[src/rtl/parking_pkg.sv]
// parking_pkg: shared state encoding and default keypad settings for the parking entry controller
package parking_pkg;
    typedef enum logic [1:0] {
        IDLE      = 2'd0,
        WAIT_PIN  = 2'd1,
        GATE_OPEN = 2'd2,
        BLOCKED   = 2'd3
    } state_t;
    localparam int          CODE_W_DEF   = 16;
    localparam logic [15:0] PASSWORD_DEF = 16'h5990;
endpackage

[src/rtl/parking_occ_counter.sv]
// parking_occ_counter: saturating up/down occupancy counter with registered full flag
module parking_occ_counter #(
    parameter  int CAPACITY = 8,
    localparam int OCC_W    = $clog2(CAPACITY + 1)
) (
    input  logic             clk,
    input  logic             rst,
    input  logic             inc,
    input  logic             dec,
    output logic [OCC_W-1:0] occupancy,
    output logic             full
);
    logic [OCC_W-1:0] occ_q, occ_d;
    logic             full_q, full_d;

    // Simultaneous entry and exit cancel out
    always_comb begin
        occ_d  = (inc && !dec && occ_q != OCC_W'(CAPACITY)) ? occ_q + 1'b1 :
                 (dec && !inc && occ_q != '0)               ? occ_q - 1'b1 : occ_q;
        full_d = occ_d == OCC_W'(CAPACITY);
    end

    always_ff @(posedge clk) begin
        if (rst) begin
            occ_q  <= '0;
            full_q <= 1'b0;
        end else begin
            occ_q  <= occ_d;
            full_q <= full_d;
        end
    end

    assign occupancy = occ_q;
    assign full      = full_q;
endmodule

[src/rtl/parking_gate_ctrl_multi.sv]
// parking_gate_ctrl_multi: PIN-checked entry gate with lot-full gating, wrong-PIN limit and tailgate alarm
module parking_gate_ctrl_multi
    import parking_pkg::*;
#(
    parameter  int                CODE_W       = CODE_W_DEF,
    parameter  logic [CODE_W-1:0] PASSWORD     = CODE_W'(PASSWORD_DEF),
    parameter  int                MAX_ATTEMPTS = 3,
    parameter  int                CAPACITY     = 8,
    localparam int                OCC_W        = $clog2(CAPACITY + 1),
    localparam int                ATT_W        = $clog2(MAX_ATTEMPTS + 1)
) (
    input  logic              clk,
    input  logic              rst,
    input  logic              vehicle_arrival,
    input  logic              vehicle_left,
    input  logic              vehicle_exit,
    input  logic [CODE_W-1:0] code,
    input  logic              code_ack,
    output logic              gate_open,
    output logic              gate_closed,
    output logic              wrong_pin_alarm,
    output logic              block_alarm,
    output logic              lot_full,
    output logic [OCC_W-1:0]  occupancy,
    output logic [ATT_W-1:0]  attempt_cnt
);
    state_t           state_q, state_d;
    logic [ATT_W-1:0] att_q, att_d;
    logic             ack_q, ack_d, ack_rise, pin_ok, occ_inc;
    logic             gate_open_q, gate_open_d, block_q, block_d, wrong_q, wrong_d;

    assign ack_rise = code_ack && !ack_q;
    assign pin_ok   = ack_rise && code == PASSWORD;

    always_comb begin
        state_d = state_q;
        att_d   = att_q;
        ack_d   = code_ack;
        occ_inc = 1'b0;
        case (state_q)
            IDLE: if (vehicle_arrival && !lot_full) state_d = WAIT_PIN;
            WAIT_PIN: begin
                if (!vehicle_arrival) begin
                    state_d = IDLE;
                    att_d   = '0;
                end else if (pin_ok) begin
                    state_d = GATE_OPEN;
                    att_d   = '0;
                end else if (ack_rise) begin
                    att_d = att_q + 1'b1;
                    if (att_d == ATT_W'(MAX_ATTEMPTS)) state_d = BLOCKED;
                end
            end
            GATE_OPEN: if (vehicle_left) begin
                occ_inc = 1'b1;
                state_d = vehicle_arrival ? BLOCKED : IDLE;
            end
            BLOCKED: if (pin_ok) begin
                state_d = IDLE;
                att_d   = '0;
            end
            default: state_d = IDLE;
        endcase
        gate_open_d = state_d == GATE_OPEN;
        block_d     = state_d == BLOCKED;
        wrong_d     = state_d == WAIT_PIN && att_d != '0;
    end

    always_ff @(posedge clk) begin
        if (rst) begin
            state_q     <= IDLE;
            att_q       <= '0;
            ack_q       <= 1'b0;
            gate_open_q <= 1'b0;
            block_q     <= 1'b0;
            wrong_q     <= 1'b0;
        end else begin
            state_q     <= state_d;
            att_q       <= att_d;
            ack_q       <= ack_d;
            gate_open_q <= gate_open_d;
            block_q     <= block_d;
            wrong_q     <= wrong_d;
        end
    end

    parking_occ_counter #(.CAPACITY(CAPACITY)) u_occ (
        .clk       (clk),
        .rst       (rst),
        .inc       (occ_inc),
        .dec       (vehicle_exit),
        .occupancy (occupancy),
        .full      (lot_full)
    );

    assign gate_open       = gate_open_q;
    assign gate_closed     = !gate_open_q;
    assign wrong_pin_alarm = wrong_q;
    assign block_alarm     = block_q;
    assign attempt_cnt     = att_q;
endmodule

[config.mk]
export PLATFORM = sky130hd
export DESIGN_NAME = parking_gate_ctrl_multi
export DESIGN_NICKNAME = d
export VERILOG_FILES = /design/src/rtl/parking_pkg.sv /design/src/rtl/parking_occ_counter.sv /design/src/rtl/parking_gate_ctrl_multi.sv
export SDC_FILE = /design/constraint.sdc
export NUM_CORES = 1
export LEC_CHECK = 0
export CORE_ASPECT_RATIO = 0.75
export CORE_MARGIN = 2
export CORE_UTILIZATION = 47
export CTS_CLUSTER_DIAMETER = 200
export CTS_CLUSTER_SIZE = 40
export DETAILED_ROUTE_END_ITERATION = 6
export PLACE_DENSITY = 0.93
export RECOVER_POWER = 100
export SYNTH_ARGS = -nofsm -noshare
export SYNTH_HDL_FRONTEND = slang
export SYNTH_HIERARCHICAL = 1
export SYNTH_SLANG_ARGS = --single-unit
export TNS_END_PERCENT = 30
[constraint.sdc]
create_clock -name clk -period 3.3 [get_ports clk]
set_input_delay 0.33 -clock clk [delete_from_list [all_inputs] [get_ports clk]]
set_output_delay 0.33 -clock clk [all_outputs]
set_load 0.005 [all_outputs]
Word-level counts from Yosys, hierarchy flattened
Cells that the tools add are included.
Widths: inputs -> output; s select.
{"block": "classes", "add_sub_neg": 3, "multipliers": 0, "div_mod_pow": 0, "magnitude_cmp": 0, "n_eq_ne": 10, "shift": 0, "muxes": 18, "n_bitwise": 0, "n_reduce_logical": 16}
{"op": "$mux 2", "n": 12}
{"op": "$eq 16x15->1 const B", "n": 1}
{"op": "$eq 2x2->1 const B", "n": 5}
{"op": "$logic_and 1x1->1", "n": 8}
{"op": "$mux 4", "n": 2}
{"op": "$pmux 2 s4", "n": 1}
{"op": "$logic_not 1->1", "n": 5}
{"op": "$add 4x1->4 const B", "n": 1}
{"op": "$eq 2x1->1 const B", "n": 2}
{"op": "$eq 4x4->1 const B", "n": 1}
{"op": "$ne 4x4->1 const B", "n": 1}
{"op": "$pmux 2 s2", "n": 1}
{"op": "$reduce_bool 4->1", "n": 1}
{"op": "$sub 4x1->4 const B", "n": 1}
{"op": "$add 2x1->2 const B", "n": 1}
{"op": "$logic_not 2->1", "n": 1}
{"op": "$mux 1", "n": 2}
{"op": "$reduce_bool 2->1", "n": 1}
{"block": "totals", "register_bits": 13, "latch_bits": 0, "ram_bits": 0, "rom_bits": 0, "in_bits": 22, "output_inout_bits": 11, "wordCells": 55, "memories": 0}

Depth between registers and ports, before layout
Gate-level depths: netlist of the first run.
{"block": "logic_depth", "depth_word": 9, "ltp_mapped": 6, "ltp_nobuf": 6}

By module
Netlist of the first run, hierarchy kept.
{"module": "parking_gate_ctrl_multi", "instances": 1, "cells_each": 53, "area_per_inst_um2": 495.5, "seq_area_each_um2": 160.2}
{"module": "parking_occ_counter", "instances": 1, "cells_each": 47, "area_per_inst_um2": 406.6, "seq_area_each_um2": 100.1}

Worst setup path after synthesis of the first run
No wires, ideal clock.
{"block": "synth_timing", "kind": "in2reg", "start": "input code[2]", "end": "register wrong_q, in the netlist wrong_pin_alarm", "t_arrival_ns": 1.921, "required_time_ns": 3.167, "path_slack_ns": 1.245, "path_stages": 5, "path_cell_list": "or4b_1 or4_4 a22o_1 a221oi_4 a2111oi_2"}
{"block": "synth_via", "elab_chain_cells": 7, "elab_cells_between_ends": 13, "cone_classes": "eq/ne (2); mux (8); reduce/logical (3)"}
{"item": "from (decl)", "line_no": "parking_gate_ctrl_multi.sv:17", "source": "input logic [CODE_W-1:0] code,"}
{"item": "$eq 16x15->1 (*)", "line_no": "parking_gate_ctrl_multi.sv:33", "source": "assign pin_ok = ack_rise && code == PASSWORD;"}
{"item": "$logic_and 1x1->1 (*)", "line_no": "parking_gate_ctrl_multi.sv:33"}
{"item": "$mux 2", "line_no": "parking_gate_ctrl_multi.sv:46", "source": "end else if (pin_ok) begin"}
{"item": "$mux 2", "line_no": "parking_gate_ctrl_multi.sv:43", "source": "if (!vehicle_arrival) begin"}
{"item": "$pmux 2 s4 / $pmux 2 s2 (equally long branches)", "line_no": "parking_gate_ctrl_multi.sv:40", "source": "case (state_q)"}
{"item": "$eq 2x1->1 / $reduce_bool 2->1 (equally long branches)", "line_no": "parking_gate_ctrl_multi.sv:66", "source": "wrong_d = state_d == WAIT_PIN && att_d != '0;"}
{"item": "$logic_and 1x1->1 (*)", "line_no": "parking_gate_ctrl_multi.sv:66"}
{"item": "to (signal assigned)", "line_no": "parking_gate_ctrl_multi.sv:83", "source": "wrong_q <= wrong_d;"}
{"item": "to (decl)", "line_no": "parking_gate_ctrl_multi.sv:30", "source": "logic gate_open_q, gate_open_d, block_q, block_d, wrong_q, wrong_d;"}
Every way passes the cells marked *; elsewhere a longest branch is shown, timed or not.
A chain may end at the register's enable or synchronous reset.

Worst setup path after layout of the first run
Ends and elaborated chain as after synthesis.

==> run summary, run 1 <==
FF+latch count, synth -> 13
Netlist cell types -> 47
vias in the first global route -> 876
Placement Rows -> 13
reg2reg path depth -> 6
via count -> 993
most frequent cell after synthesis -> dfxtp_1
total power -> 540 uW
wire length per cell -> 16.5 um
Peak VDD IR -> 0.000400 V
Final ANT Viol Nets -> 0
Critical Path AT -> 2720 ps
Slew @ Worst Pin -> 462 ps
DRC Markers -> 0
largest net degree at the start of global routing -> 13
Reg-to-Reg Start -> state_q[1]$_SDFF_PP0_
final net count -> 158
WP buf/inv -> 1
first-pass GRT wire length -> 4000 um
share of the synthesized area in the top cell type -> 0.288
placer congestion estimate -> 0.858
Post-synth ARST share -> 0
Vias/cell -> 6.45
Critical Path End Type -> register
# clock sinks -> 13
final slew viol count -> 0
kind of critical path -> primary input to register
die area -> 2290 um2
DR iter-0 viols -> 42
Max Fclk -> 385 MHz
# port buffers -> 32
CTS resizes -> 0
most area-consuming cells after synthesis -> dfxtp_1 29%, ha_1 4.2%, nor2_1 4.2%, nand4bb_1 3.7%, nand2b_1 3.5%
final worst-path cycle share -> 0.787
pwr/cell area -> 447 nW/um2
final wirelength -> 2540 um
hold path depth -> 3
CTS tree -> yes
Worst-Skew Late Latency -> 270 ps
Reg2Reg Setup Slack -> 1050 ps
CP Launch Type -> primary input
# diodes -> 0
worst-path cell chain -> dlygate4sd3_1 > or4b_1 > or4_1 > o211ai_1 > a32oi_1 > a2111oi_0
HP Class -> register to register
Reg2Reg Capture Point -> u_occ/full$_SDFF_PP0_
status -> finished clean
Setup Fix Bufs, Post-CTS -> 0
Slowest Stage Delay on Critical Path -> 570 ps
Worst-path clk slew -> 70 ps
crit path max fanout -> 5
initial core utilization -> 0.509
layout cells sized above 1 -> 0.0379
top_reg_cell synth -> dfxtp_1
Synth area leader -> dfxtp_1
Critical Path Slowest Stage Cell -> or4_1
core area -> 1770 um2
CP delay by family, top -> simple AND/OR/NAND/NOR gates
Final min period -> 2600 ps
Clock Skews -> 2.52 ps
drt pass-1 iters -> 4
GR Overflow Total -> 0
average size of a mapped cell -> 9.02 um2
final setup fails -> 0
maxcap violations -> 0
Post-synth EDFFs -> 0
Net Count, Synth -> 125
P_leak -> 0.000467 uW
hold endpoint -> attempt_cnt[1]$_SDFF_PP0_
Cell Area, Synth -> 902 um2
Syn Inst Count -> 100
initial antenna violation count -> 0
hpwl dp -> 1890 um
IO Pins -> 33
chip width -> 54.6 um
Hold Path Origin -> attempt_cnt[1]$_SDFF_PP0_
number of hold buffers added after CTS -> 0
RSZ-0062 raised after global routing -> no
CTS Root Cell -> clkbuf_4
data required time of the worst path -> 3420 ps
CTS Buf Count -> 3
CTS Buffer Depth -> 2
die height -> 41.9 um
Final TNS setup -> 0 ps
final hold vios -> 0
warnings from Yosys -> 6
total track usage -> 0.241
max_slew headroom -> 0.684
H-tree lvl count -> 1
Seq/Total Area, Yosys -> 0.288
Post-synth top cells -> 13 x dfxtp_1, 10 x nor2_1, 6 x inv_1, 5 x nand2b_1, 5 x nor3_1
P&R area growth vs syn -> 34.1%
==> kinds of logic after synthesis <==
kind of cell / after synthesis / share of synthesized area
compound gates: 23 / 0.234
mux: 1 / 0.0125
buf+inv: 10 / 0.0444
simple gates: 49 / 0.369
flops: 13 / 0.288
fa+ha+maj: 3 / 0.0416
xor+xnor: 1 / 0.00971
==> cell usage in the layout, fill, tap and decap left out, types with 3 or more instances in the layout <==
cell type / instances
and3_1: 3
clkbuf_4: 3
clkdlybuf4s50_1: 19
dfxtp_1: 13
dlygate4sd3_1: 13
ha_1: 3
inv_1: 6
nand2b_1: 5
nand4bb_1: 3
nor2_1: 10
nor2b_1: 3
nor3_1: 5
o21ai_0: 3
==> report_power, final <==
group          internal (uW)  total (uW)  switching, uW  leakage [uW]
registers                177         213           36.1      0.000106
clock network           46.9        94.0           47.1     0.0000150
logic                    123         234            111      0.000346
==> registers in the layout, summed over array words and instances, names as in the netlist <==
signal / cells
wrong_pin_alarm: 1
attempt_cnt: 2
u_occ/full: 1
state_q: 2
gate_open: 1
ack_q: 1
u_occ/occupancy: 4
block_alarm: 1
==> worst max-delay path by stage <==
stage | from | to | slack, ps | depth (start not counted)
2_1_floorplan | code[2] | wrong_pin_alarm$_SDFF_PP0_ | 1250 | 5
3_3_place_gp | code[2] | wrong_pin_alarm$_SDFF_PP0_ | 810 | 6
3_5_place_dp | code[2] | wrong_pin_alarm$_SDFF_PP0_ | 760 | 6
4_1_cts | code[2] | wrong_pin_alarm$_SDFF_PP0_ | 1050 | 6
5_1_grt | code[2] | wrong_pin_alarm$_SDFF_PP0_ | 620 | 6
6_report | code[2] | wrong_pin_alarm$_SDFF_PP0_ | 700 | 6
==> area by class of cell <==
class / instances / area (um2)
Sequential cell: 13 / 260
Timing Repair Buffer: 32 / 320
Multi-Input combinational cell: 77 / 553
Fill cell: 155 / 563
Clock buffer: 4 / 26.3
Tap cell: 22 / 27.5
Inverter: 6 / 22.5
==> per-layer routing <==
layer,global-route usage,routed length [um],up-vias
li1,-,-,449
met1,0.308,1060,464
met2,0.374,1190,68
met3,0.0683,206,12
met4,0.0900,85,0
met5,0,0,-
==> worst min-delay path: stages, from the launching register on <==
cell	delay, ps
dfxtp_1	330
nand2_1	60
a21o_1	120
nor2_1	40
==> metrics by stage <==
step / instances / util / area [um2] / setup slack [ps] / hold slack (ps)
2_1_floorplan: 100 / - / 902 / 1250 / 402
3_3_place_gp: 150 / 0.695 / 1230 / 809 / 603
3_5_place_dp: 150 / 0.695 / 1230 / 757 / 620
4_1_cts: 154 / 0.710 / 1260 / 1050 / 631
5_1_grt: 154 / 0.682 / 1210 / 624 / 660
6_report: 154 / 0.682 / 1210 / 702 / 601
(Power assumes the default switching activity.)
==> inputs of run 2 (changes only) <==
--- a/config.mk
+++ b/config.mk
@@ -7,11 +7,11 @@
 export LEC_CHECK = 0
 export CORE_ASPECT_RATIO = 0.75
 export CORE_MARGIN = 2
-export CORE_UTILIZATION = 47
+export CORE_UTILIZATION = 43
 export CTS_CLUSTER_DIAMETER = 200
 export CTS_CLUSTER_SIZE = 40
 export DETAILED_ROUTE_END_ITERATION = 6
-export PLACE_DENSITY = 0.93
+export PLACE_DENSITY = 0.87
 export RECOVER_POWER = 100
 export SYNTH_ARGS = -nofsm -noshare
 export SYNTH_HDL_FRONTEND = slang
==> constraint.sdc (replaced) <==
create_clock -name clk -period 2.5 [get_ports clk]
set_input_delay 0.25 -clock clk [delete_from_list [all_inputs] [get_ports clk]]
set_output_delay 0.25 -clock clk [all_outputs]
set_load 0.005 [all_outputs]
==> run 2 against run 1 <==
Compared with the run above: flip-flop and latch count stayed put; die area is 8.5% higher; final area is 2.9% higher; register-to-register slack worse by 720 ps; count of clock-buffer cells in the layout is 1 lower; largest cell class unchanged; sequential power is 31% higher; total power is 33% higher; clock power is 37% higher; hold slack worse by 42 ps.
==> run summary, run 2 (synthesis results as in run 1) <==
Worst-Skew Late Latency -> 280 ps
Comb power frac -> 0.430
final hold vios -> 0
sw frac -> 0.362
most frequent cells in the layout -> 20 x clkdlybuf4s50_1, 13 x dfxtp_1, 12 x dlygate4sd3_1
wire length per cell -> 15.7 um
Worst-path clk slew -> 80 ps
worst-path cell chain -> clkdlybuf4s50_1 > or4b_1 > or4_1 > o211ai_1 > a32oi_1 > a2111oi_2
Sw Pwr -> 260 uW
pwr/cell area -> 577 nW/um2
GR Overflow Total -> 0
CTS resizes -> 0
reg2reg path depth -> 6
max_slew headroom -> 0.669
Reg2Reg Capture Point -> u_occ/full$_SDFF_PP0_
Reg2Reg Setup Slack -> 330 ps
IO Pins -> 33
non-filler cells, final -> 157
data required time of the worst path -> 2680 ps
H-tree lvl count -> 1
Critical Path AT -> 2430 ps
final net count -> 159
# diodes -> 0
CP Launch Type -> primary input
WP buf/inv -> 1
status -> finished clean
CP delay by family, top -> simple AND/OR/NAND/NOR gates
Peak VDD IR -> 0.000494 V
Critical Path End Type -> register
via count -> 927
RSZ-0062 raised after global routing -> no
Reg-to-Reg Start -> state_q[1]$_SDFF_PP0_
vias in the first global route -> 874
kind of critical path -> primary input to register
Clock Skews -> 1.23 ps
placer congestion estimate -> 0.834
chip width -> 56.9 um
CTS Buffer Depth -> 2
final setup fails -> 0
total track usage -> 0.205
DR iter-0 viols -> 50
Vias/cell -> 5.90
CTS tree -> yes
initial core utilization -> 0.452
Critical Path Slowest Stage Cell -> or4_1
Final min period -> 2250 ps
Final ANT Viol Nets -> 0
core area -> 2000 um2
crit path max fanout -> 5
Placement Rows -> 14
PnR worst setup slack -> 249 ps
die height -> 43.7 um
most common cell after layout, fill and taps aside -> clkdlybuf4s50_1
layout cells sized above 1 -> 0.0677
Seq pwr share -> 0.390
Clk pwr share -> 0.180
Slew @ Worst Pin -> 495 ps
number of placed instances, taps included -> 153
DRC Markers -> 0
drt pass-1 iters -> 4
P&R area growth vs syn -> 38.0%
final slew viol count -> 0
HP Class -> primary input to register
Largest register FFs -> 4
Final TNS setup -> 0 ps
# clock sinks -> 13
number of hold buffers added after CTS -> 0
initial antenna violation count -> 0
hold endpoint -> ack_q$_SDFF_PP0_
Post-Place Setup Slack -> 45.2 ps
maxcap violations -> 0
CTS Root Cell -> clkbuf_4
Slowest Stage Delay on Critical Path -> 590 ps
P_leak -> 0.000479 uW
CTS Buf Count -> 3
largest net degree at the start of global routing -> 13
Max Fclk -> 444 MHz
filler instances -> 196
Hold Path Origin -> code_ack
Internal Power -> 458 uW
Setup Fix Bufs, Post-CTS -> 0
final wirelength -> 2470 um
worst hold slack -> 558 ps
# port buffers -> 32
hpwl dp -> 1980 um
hold path depth -> 2
first-pass GRT wire length -> 3920 um
final worst-path cycle share -> 0.900
die area -> 2480 um2
-- run 2: cell count changes in the layout (fill, tap and decap cells not counted) --
cell / before / now
a2111oi_0: 1 / 0
a2111oi_2: 0 / 1
a221oi_1: 1 / 0
a221oi_4: 0 / 1
buf_4: 0 / 1
clkbuf_1: 1 / 0
clkdlybuf4s50_1: 19 / 20
clkinv_2: 0 / 1
dlygate4sd3_1: 13 / 12
-- run 2: per-layer routing --
metal | global-route usage | part of all wire | up-vias
met5 | 0 | 0 | -
met4 | 0.0372 | 0 | 0
met3 | 0.0657 | 0.064 | 0
met2 | 0.352 | 0.49 | 41
met1 | 0.258 | 0.44 | 437
li1 | - | - | 449
-- run 2: per-stage QoR --
stage                util  area [um2]  power [uW]
global route        0.623        1240         767
detailed placement  0.622        1240         605
floorplan               -         902         478
global placement    0.622        1240         585
CTS                 0.636        1270         733
finish              0.623        1240         718
-- run 2: worst max path at each step --
stage | start | end | slack, ps | cells past startpoint
floorplan | code[2] | wrong_pin_alarm$_SDFF_PP0_ | 530 | 5
CTS | code[2] | wrong_pin_alarm$_SDFF_PP0_ | 340 | 6
global placement | code[2] | wrong_pin_alarm$_SDFF_PP0_ | 90 | 6
finish | code[2] | wrong_pin_alarm$_SDFF_PP0_ | 250 | 6
global route | code[2] | wrong_pin_alarm$_SDFF_PP0_ | 160 | 6
detailed placement | code[2] | wrong_pin_alarm$_SDFF_PP0_ | 50 | 6
-- run 2: area by class of cell --
type	instances	area (um2)	area share
clock buffers	3	22.5	0.0181
inverters	6	22.5	0.0181
clock inverters	1	5.00	0.00402
repair buffers	33	328	0.263
well taps	24	30.0	0.0241
multi-input cells	77	577	0.463
flip-flops and latches	13	260	0.209
-- run 2: power groups by stage --
| stage | combinational, uW | sequential, uW | clock [uW] |
|---|---|---|---|
| 2_1_floorplan | 212 | 266 | 0 |
| 3_3_place_gp | 302 | 283 | 0 |
| 3_5_place_dp | 320 | 285 | 0 |
| 4_1_cts | 321 | 280 | 132 |
| 5_1_grt | 337 | 287 | 144 |
| 6_report | 309 | 280 | 129 |
==> inputs of run 3 (changes only) <==
--- a/config.mk
+++ b/config.mk
@@ -5,6 +5,7 @@
 export SDC_FILE = /design/constraint.sdc
 export NUM_CORES = 1
 export LEC_CHECK = 0
+export ABC_AREA = 1
 export CORE_ASPECT_RATIO = 0.75
 export CORE_MARGIN = 2
 export CORE_UTILIZATION = 43
@@ -13,6 +14,7 @@
 export DETAILED_ROUTE_END_ITERATION = 6
 export PLACE_DENSITY = 0.87
 export RECOVER_POWER = 100
+export SLEW_MARGIN = 5
 export SYNTH_ARGS = -nofsm -noshare
 export SYNTH_HDL_FRONTEND = slang
 export SYNTH_HIERARCHICAL = 1
==> run 3 against run 2 <==
Compared with the run above: flip-flop and latch count did not move; register-to-register slack better by 470 ps; clock skew about the same; wire length down 17%; non-clock buffer count fell by 1; first-iteration DRC count decreased by 30%; maximum frequency is 24% higher; via count rose by 1.3%; total power rose by 4.7%; final cell count rose by 28%.
==> run summary, run 3 <==
RSZ-0062 raised after global routing -> no
H-tree lvl count -> 1
GR Overflow Total -> 0
# diodes -> 0
chip width -> 57 um
final slew viol count -> 0
first-pass GRT wire length -> 3520 um
Worst-path clk slew -> 70 ps
final wirelength -> 2040 um
sw frac -> 0.390
Finished Cell Area -> 1260 um2
crit path max fanout -> 4
via count -> 939
Seq pwr share -> 0.372
Sw Pwr -> 293 uW
WP buf/inv -> 3
CTS tree -> yes
# clock sinks -> 13
Final min period -> 1820 ps
CTS Root Cell -> clkbuf_4
max_slew headroom -> 0.694
most common cell after layout, fill and taps aside -> nand2_1
number of hold buffers added after CTS -> 0
Final TNS setup -> 0 ps
Largest register FFs -> 4
Max Fclk -> 550 MHz
Post-DP Area -> 1260 um2
Cell Area, Synth -> 906 um2
most frequent cell after synthesis -> nand2_1
Synth area leader -> dfxtp_1
data required time of the worst path -> 2720 ps
Internal Power -> 459 uW
CTS Buf Count -> 3
die area -> 2490 um2
hold path depth -> 3
# port buffers -> 32
initial core utilization -> 0.454
final net count -> 203
hpwl dp -> 1740 um
pwr/cell area -> 596 nW/um2
P_leak -> 0.000609 uW
Comb power frac -> 0.460
die height -> 43.8 um
Final ANT Viol Nets -> 0
Netlist cell types -> 21
Syn Inst Count -> 141
wire length per cell -> 10.1 um
status -> finished clean
fin util -> 0.632
final hold vios -> 0
HP Class -> primary input to register
Post-synth top cells -> 28 x nand2_1, 23 x inv_1, 19 x nor2_1, 18 x nand3_1, 13 x dfxtp_1
final worst-path cycle share -> 0.727
IO Pins -> 33
Peak VDD IR -> 0.000462 V
Slowest Stage Delay on Critical Path -> 550 ps
Critical Path Slowest Stage Cell -> dlygate4sd3_1
final setup fails -> 0
CTS Buffer Depth -> 2
top_reg_cell synth -> dfxtp_1
Crit path depth -> 11
Clock Skews -> 1.48 ps
Hold Path Origin -> code_ack
CP delay by family, top -> simple AND/OR/NAND/NOR gates
total track usage -> 0.182
vias in the first global route -> 868
DRC Markers -> 0
Critical Path End Type -> register
maxcap violations -> 0
placer congestion estimate -> 0.926
Setup crit start -> vehicle_left
kind of critical path -> primary input to register
Net Count, Synth -> 166
most area-consuming cells after synthesis -> dfxtp_1 29%, nand2_1 12%, nand3_1 9.9%, inv_1 9.5%, nor2_1 7.9%
P&R area growth vs syn -> 39.4%
Clk pwr share -> 0.168
average size of a mapped cell -> 6.42 um2
worst-path cell chain -> dlygate4sd3_1 > inv_1 > nor3_1 > inv_2 > nor2_1 > nand2_2 > nand3_1 > nand2_1 > nor2_1 > nand2_1 > nor2_2
core area -> 2000 um2
Post-synth EDFFs -> 0
FF+latch count, synth -> 13
Placement Rows -> 14
most frequent cells in the layout -> 28 x nand2_1, 23 x inv_1, 21 x nor2_1
initial antenna violation count -> 0
largest net degree at the start of global routing -> 10
Vias/cell -> 4.67
warnings from Yosys -> 6
reg2reg path depth -> 10
Critical Path AT -> 2040 ps
DR iter-0 viols -> 35
share of the synthesized area in the top cell type -> 0.287
Reg-to-Reg Start -> state_q[1]$_SDFF_PP0_
Worst-Skew Late Latency -> 270 ps
CTS resizes -> 0
layout cells sized above 1 -> 0.130
Slew @ Worst Pin -> 456 ps
drt pass-1 iters -> 4
Post-synth ARST share -> 0
CP Launch Type -> primary input
Seq/Total Area, Yosys -> 0.287
Setup Fix Bufs, Post-CTS -> 0
==> run 3: metrics by stage <==
| step | total power, uW | worst slack [ps] | std cells | hold slack, ps |
|---|---|---|---|---|
| 2_1_floorplan | 502 | 1050 | 141 | 319 |
| 3_3_place_gp | 627 | 620 | 197 | 548 |
| 3_5_place_dp | 638 | 609 | 197 | 576 |
| 4_1_cts | 766 | 894 | 201 | 532 |
| 5_1_grt | 816 | 502 | 201 | 582 |
| 6_report | 752 | 682 | 201 | 539 |
==> run 3: cells by family after synthesis <==
| logic type | Yosys count | share of synthesized area |
|---|---|---|
| and+or+nand+nor | 89 | 0.501 |
| buffers and inverters | 28 | 0.116 |
| DFF | 13 | 0.287 |
| AOI/OAI and AO/OA | 7 | 0.0442 |
| adders and majority gates | 3 | 0.0414 |
| xor gates and xnor gates | 1 | 0.00967 |
==> run 3: power groups by stage <==
| stage | Sequential (uW) | Clock (uW) | Combinational (uW) |
|---|---|---|---|
| floorplan | 279 | 0 | 223 |
| global placement | 283 | 0 | 343 |
| detailed placement | 285 | 0 | 353 |
| CTS | 280 | 131 | 355 |
| global route | 285 | 142 | 389 |
| finish | 280 | 127 | 346 |
==> run 3: final cells by class <==
class | instances | area (um2)
inverter | 28 | 105
fill | 187 | 734
tap | 24 | 30.0
sequential | 13 | 260
clock buffer | 4 | 26.3
timing repair buffer | 32 | 320
multi-input combinational | 100 | 520
==> run 3: metal layers <==
layer / part of all wire / vias up / track usage
met5: 0 / - / 0
met3: 0.064 / 5 / 0.0239
met1: 0.49 / 396 / 0.249
li1: - / 507 / -
met2: 0.43 / 31 / 0.283
met4: 0.020 / 0 / 0.0977
==> run 3: final timing paths <==
kind	to	slack, ps
setup / recovery	u_occ/full$_SDFF_PP0_	680
hold / removal	ack_q$_SDFF_PP0_	540
setup reg to reg	u_occ/full$_SDFF_PP0_	800
hold reg to reg	attempt_cnt[1]$_SDFF_PP0_	580
==> run 3: worst reg2reg max path: cells and delay by family (launching register included) <==
family / cells / cell delay, ps
flip-flops: 1 / 370
AND/OR/NAND/NOR: 8 / 1160
buffers and inverters: 2 / 110
